File: config.mk
export PLATFORM = sky130hd
export DESIGN_NAME = fetch_sequencer
export DESIGN_NICKNAME = d
export VERILOG_FILES = /design/src/rtl/cpu_pkg.sv /design/src/rtl/fetch_sequencer.sv
export SDC_FILE = /design/constraint.sdc
export NUM_CORES = 1
export LEC_CHECK = 0
export ABC_AREA = 1
export CELL_PAD_IN_SITES_DETAIL_PLACEMENT = 0
export CELL_PAD_IN_SITES_GLOBAL_PLACEMENT = 1
export CORE_ASPECT_RATIO = 1.2
export CORE_MARGIN = 1.5
export CORE_UTILIZATION = 35
export CTS_CLUSTER_SIZE = 24
export DETAILED_ROUTE_END_ITERATION = 8
export PLACE_DENSITY = 0.93
export SETUP_SLACK_MARGIN = 0.15
export SYNTH_ARGS = -nofsm -noshare
export SYNTH_HDL_FRONTEND = slang
export SYNTH_SLANG_ARGS = --single-unit
export TNS_END_PERCENT = 10
File: constraint.sdc
create_clock -name clk -period 4.2 [get_ports clk]
set_clock_uncertainty 0.05 [all_clocks]
set_input_delay 0.84 -clock clk [delete_from_list [all_inputs] [get_ports clk]]
set_output_delay 0.84 -clock clk [all_outputs]
set_load 0.02 [all_outputs]
File: src/rtl/cpu_pkg.sv
// Shared CPU definitions: datapath widths, opcode constants and sequencer states.
package cpu_pkg;

  localparam int XLEN           = 32;
  localparam int REG_SELECT_LEN = 5;

  // RV32 major opcode for register-register ALU operations
  localparam logic [6:0] OPC_OP = 7'b0110011;

  typedef enum logic [2:0] {
    S_IDLE   = 3'd0,
    S_FETCH  = 3'd1,
    S_DECODE = 3'd2,
    S_EXEC   = 3'd3,
    S_WB     = 3'd4,
    S_TRAP   = 3'd5
  } seq_state_t;

endpackage : cpu_pkg

File: src/rtl/fetch_sequencer.sv
// Multi-cycle, unpipelined fetch/decode/execute/writeback sequencer driving ALU_reg.
//
//  state  | meaning
//  -------+------------------------------------------------------------
//  IDLE   | waiting for run; PC holds the next fetch address
//  FETCH  | mem_req high at mem_addr=pc until mem_ack captures the word
//  DECODE | classify instruction[6:0]; OP continues, anything else traps
//  EXEC   | ALU_reg enabled for EXEC_CYCLES cycles (down-counter)
//  WB     | ALU_reg still enabled, wb_en strobe, pc advances by 4
//  TRAP   | illegal opcode; everything quiet, fault sticky until reset
//
// Every output is a flop. Output flops are loaded from the next state so they
// line up with the state register without any combinational path from inputs.
module fetch_sequencer #(
  parameter int              XLEN        = cpu_pkg::XLEN,
  parameter logic [XLEN-1:0] RESET_PC    = '0,
  parameter int              EXEC_CYCLES = 2
) (
  input  logic            clk,
  input  logic            rst_n,
  input  logic            run,
  output logic [XLEN-1:0] mem_addr,
  output logic            mem_req,
  input  logic            mem_ack,
  input  logic [XLEN-1:0] mem_rdata,
  output logic [XLEN-1:0] instruction,
  output logic            alu_reg_enable_n,
  output logic            wb_en,
  output logic [XLEN-1:0] pc,
  output logic            fault
);

  import cpu_pkg::*;

  // EXEC_CYCLES >= 2, so this width is at least 1 and holds EXEC_CYCLES-1
  localparam int               CNT_W    = $clog2(EXEC_CYCLES);
  localparam logic [CNT_W-1:0] CNT_LOAD = CNT_W'(EXEC_CYCLES - 1);

  seq_state_t       state, state_nx;
  logic [CNT_W-1:0] cycle_cnt, cycle_cnt_nx;

  // Next-state logic; the EXEC timer is loaded on entry and ends at terminal count zero
  always_comb begin
    state_nx     = state;
    cycle_cnt_nx = cycle_cnt;
    case (state)
      S_IDLE: begin
        if (run) state_nx = S_FETCH;
      end
      S_FETCH: begin
        if (mem_ack) state_nx = S_DECODE;
      end
      S_DECODE: begin
        if (instruction[6:0] == OPC_OP) begin
          state_nx     = S_EXEC;
          cycle_cnt_nx = CNT_LOAD;
        end else begin
          state_nx = S_TRAP;
        end
      end
      S_EXEC: begin
        if (cycle_cnt == '0) state_nx = S_WB;
        else                 cycle_cnt_nx = cycle_cnt - CNT_W'(1);
      end
      S_WB: begin
        state_nx = run ? S_FETCH : S_IDLE;
      end
      S_TRAP: begin
        state_nx = S_TRAP;
      end
      default: begin
        state_nx = S_IDLE;
      end
    endcase
  end

  // State, timer, datapath registers and registered outputs
  always_ff @(posedge clk or negedge rst_n) begin
    if (!rst_n) begin
      state            <= S_IDLE;
      cycle_cnt        <= '0;
      pc               <= RESET_PC;
      instruction      <= '0;
      mem_req          <= 1'b0;
      alu_reg_enable_n <= 1'b1;
      wb_en            <= 1'b0;
      fault            <= 1'b0;
    end else begin
      state            <= state_nx;
      cycle_cnt        <= cycle_cnt_nx;
      mem_req          <= (state_nx == S_FETCH);
      alu_reg_enable_n <= !((state_nx == S_EXEC) || (state_nx == S_WB));
      wb_en            <= (state_nx == S_WB);
      if (state == S_FETCH && mem_ack) instruction <= mem_rdata;
      // PC moves at the end of WB so it stays at the instruction's own address until then
      if (state == S_WB) pc <= pc + XLEN'(4);
      if (state_nx == S_TRAP) fault <= 1'b1;
    end
  end

  assign mem_addr = pc;

endmodule : fetch_sequencer

# --- Word-level counts from Yosys, hierarchy flattened ---
# Cells that the tools add are included.
totals:
  regBits: 72
  latch_bits: 0
  ram_bits: 0
  rom_bits: 0
  input_bits: 36
  out_inout_bits: 100
  wordCells: 36
  mem_count: 0
classes:
  add_sub_neg: 2
  multipliers: 0
  div: 0
  order_cmp: 0
  n_eq_ne: 11
  shifts: 0
  n_mux: 9
  bitwise: 0
  reduce_logical: 6
ops:
  columns: ["op", "count"]
  rows:
  - ["adder 32 x 3 -> 32 bit (second input constant)", 1]
  - ["one-hot mux 3 bit (6 select lines)", 1]
  - ["== test 3 bit (second input constant)", 4]
  - ["two-way mux 3 bit", 4]
  - ["== test 3 x 2 -> 1 bit (second input constant)", 3]
  - ["== test 7 x 6 -> 1 bit (second input constant)", 1]
  - ["== test 3 x 1 -> 1 bit (second input constant)", 2]
  - ["logical NOT 3 bit", 1]
  - ["two-way mux 1 bit", 3]
  - ["!= test 2 bit (second input constant)", 1]
  - ["one-hot mux 1 bit (2 select lines)", 1]
  - ["AND reduction 2 bit", 1]
  - ["nonzero test 2 bit", 1]
  - ["logical AND 1 bit", 1]
  - ["logical NOT 1 bit", 1]
  - ["logical OR 1 bit", 1]
  - ["subtractor 1 bit (second input constant)", 1]

# --- Longest topological paths before layout ---
logic_depth:
  word_depth: 6
  mapped_depth: 9
  ltp_nobuf: 9

# --- Worst setup path after synthesis ---
# Ideal clock, no wire load.
synth_path:
  kind: "reg2out"
  from: "reg pc[4] (netlist: mem_addr[4])"
  to: "out pc[4]"
  arrival_ns: 0.745
  required_time_ns: 3.310
  path_slack_ns: 2.565
  stages_incl_launch_ff: 2
  path_buffers: 1
  path_cell_list: "dfrtp_1 buf_4"
synth_rtl:
  columns: ["element", "line", "text"]
  rows:
  - ["start, declared", "fetch_sequencer.sv:29", "output logic [XLEN-1:0] pc,"]
  - ["start signal, assigned", "fetch_sequencer.sv:96", "if (state == S_WB) pc <= pc + XLEN'(4);"]
# No word-level cell between the ends.

# --- Worst setup path in the final report ---
layout_path:
  from: "reg pc[17] (netlist: mem_addr[17])"
  to: "out pc[17]"
# No word-level cell between the ends.

==> metrics.md <==
| Metric | Value |
|---|---|
| Status | finished, final reports clean |
| # diodes | 0 |
| Synth cell types | 30 |
| Setup TNS | 0 ps |
| Width of the chip | 96.0 um |
| Fraction of layout cells with a size suffix above 1 | 0.139 |
| Worst Path Buf+Inv | 1 |
| FMAX | 0.423 GHz |
| Commonest non-fill, non-tap cells in the layout | clkdlybuf4s50_1 (130), nand2_1 (109), dfrtp_1 (69) |
| MaxCap Viol Count | 0 |
| Synth Warn # | 0 |
| Unrepaired setup endpoints after global routing | no |
| Final setup violation count | 0 |
| Final GP Congestion | 0.847 |
| Via count | 2907 |
| Max_slew headroom | 0.408 |
| Core outline area | 10100 um2 |
| CP endpoint kind | primary output |
| Starting density of the core | 0.361 |
| Cells resized by post-CTS repair | 0 |
| Root Driver | clkbuf_16 |
| Fin crit share | 0.563 |
| Worst path arrival time | 1480 ps |
| Hold-fix buffer count after cts | 0 |
| CP top delay family | buffers and inverters |
| Initial antenna violation count | 0 |
| Yosys reg bits | 70 |
| Nets | 537 |
| CTS tree | yes |
| Rows | 40 |
| Clock latency on the worst-skew pair | 340 ps |
| Yosys top cell area share | 0.475 |
| # port buffers | 131 |
| Number of global-route vias before repair | 2975 |
| Die Y | 115 um |
| Clk buf depth | 2 |
| CP Max Fanout | 5 |
| Detailed placement HPWL | 6360 um |
| I/O pin cnt | 136 |
| Cts bufs inserted | 9 |
| Initial detailed-routing violation count | 76 |
| Final min period | 2370 ps |
| Pwr dens | 554 nW/um2 |
| Seq/Total Area, Yosys | 0.483 |
| CP max stage delay | 660 ps |
| Min-delay worst type | reg2reg |
| Cells after Synth | 392 |
| Setup CP Type | reg2out |
| DR pass1 iterations | 4 |
| Clock Sinks | 70 |
| First-pass GRT wire length | 13900 um |
| Post-route DRC | 0 |
| DR vias/cell | 4.61 |
| Slowest CP cell | clkdlybuf4s50_1 |
| Post-CTS Setup Bufs | 0 |
| CP Cell Sequence | clkdlybuf4s50_1 |
| Pleak | 2.25 nW |
| Synth top area cells | dfrtp_1 (48%), nand2_1 (11%), mux2_2 (8.7%), buf_4 (7.0%), nor2_1 (4.3%) |
| Actual slew at the worst max-slew pin | 888 ps |
| Cell area after synthesis | 3630 um2 |
| ANT nets after route | 0 |
| Synthesis-to-layout area growth | 40.2% |
| Required @ worst endpoint | 3310 ps |
| Util after Layout | 0.506 |
| Fin. Hold Viols | 0 |
| CP Launch Type | flip-flop |
| Drt wl/cell | 13.2 um |
| WL final | 8340 um |
| Syn Area/Cell | 9.27 um2 |
| Most common cell after layout, fill and taps aside | clkdlybuf4s50_1 |
| Largest net degree at the start of global routing | 42 |
| Tot GR Track Use | 0.167 |
| Clk pin slew, worst setup/hold paths | 60 ps |
| Clock H-tree levels | 3 |
| VDD IR max | 414 uV |
| Remaining global-route overflow | 0 |
| Die ar. | 11000 um2 |
| Slew Limit Fails | 0 |
| Yosys top cell by area | dfrtp_1 |
## registers in the layout, indices dropped and copies added, names as in the netlist
name	flops
mem_req	1
alu_reg_enable_n	1
mem_addr	30
wb_en	1
instruction	32
cycle_cnt	1
fault	1
state	3
## synthesized netlist by cell type
library cell  number
conb_1             1
mux2_2            28
a21oi_1            2
xnor2_2            2
nand3_4            1
nand2_1          109
buf_2              1
inv_2              1
xor2_1            11
nand4_1            6
inv_1             30
nor2_2             7
nor2_4             2
ha_1               1
nand3_2            2
xnor2_1            5
nand2_2            4
nand2_4            1
nand3b_1           3
mux2_4             4
nor2_8             1
o21ai_0            1
nor2_1            42
dfrtp_1           69
dfstp_2            1
nand3_1           12
nor3_1             7
nor3b_1            1
buf_6              3
buf_4             34
## through the flow
step	setup WS (ps)	power (mW)	hold WS, ps	cells	instance area (um2)
finish	1830	2.82	438	631	5090
global route	1760	2.98	453	631	5090
CTS	1820	2.86	442	631	5090
detailed placement	1800	2.14	429	615	4820
global placement	1840	2.11	421	615	4820
floorplan	2570	1.65	453	395	3640
## final timing paths
check	slack (ps)	cells after the start	startpoint	to
max in group asynchronous	2600	2	rst_n	mem_addr[23]
setup reg to reg	2440	7	state[1]	mem_addr[18]
min in group asynchronous	580	1	rst_n	instruction[6]
hold / removal	440	1	fault	fault
hold reg to reg	440	1	fault	fault
setup / recovery	1830	1	mem_addr[17]	pc[17]
## cell type report
type                            instances  area (um2)
Clock inverter                          4        25.0
Multi-Input combinational cell        256        1480
Sequential cell                        70        1750
Clock buffer                           12         246
Timing Repair Buffer                  132        1310
Fill cell                             955        4970
Tap cell                              126         158
Inverter                               31         116
## report_power, final
group	switching, mW	internal, mW
Sequential	0.137	0.876
Combinational	0.536	0.575
Clock	0.284	0.414
Total	0.957	1.86
## metal layers
metal | GRT usage | vias up | part of all wire
met5 | 0 | - | 0
met4 | 0.0833 | 0 | 0.023
li1 | - | 1419 | -
met2 | 0.273 | 109 | 0.49
met3 | 0.0637 | 14 | 0.086
met1 | 0.189 | 1365 | 0.40
## logic make-up after synthesis
| family | count (synthesis) | share of synthesized area |
|---|---|---|
| xor+xnor | 18 | 0.0475 |
| compound gates | 3 | 0.00413 |
| fa+ha+maj | 1 | 0.00344 |
| buf+inv | 69 | 0.113 |
| mux | 32 | 0.103 |
| simple gates | 198 | 0.245 |
| flops | 70 | 0.483 |
| other cells | 1 | 0.00103 |
No activity file was read; power rests on OpenSTA's default activity.
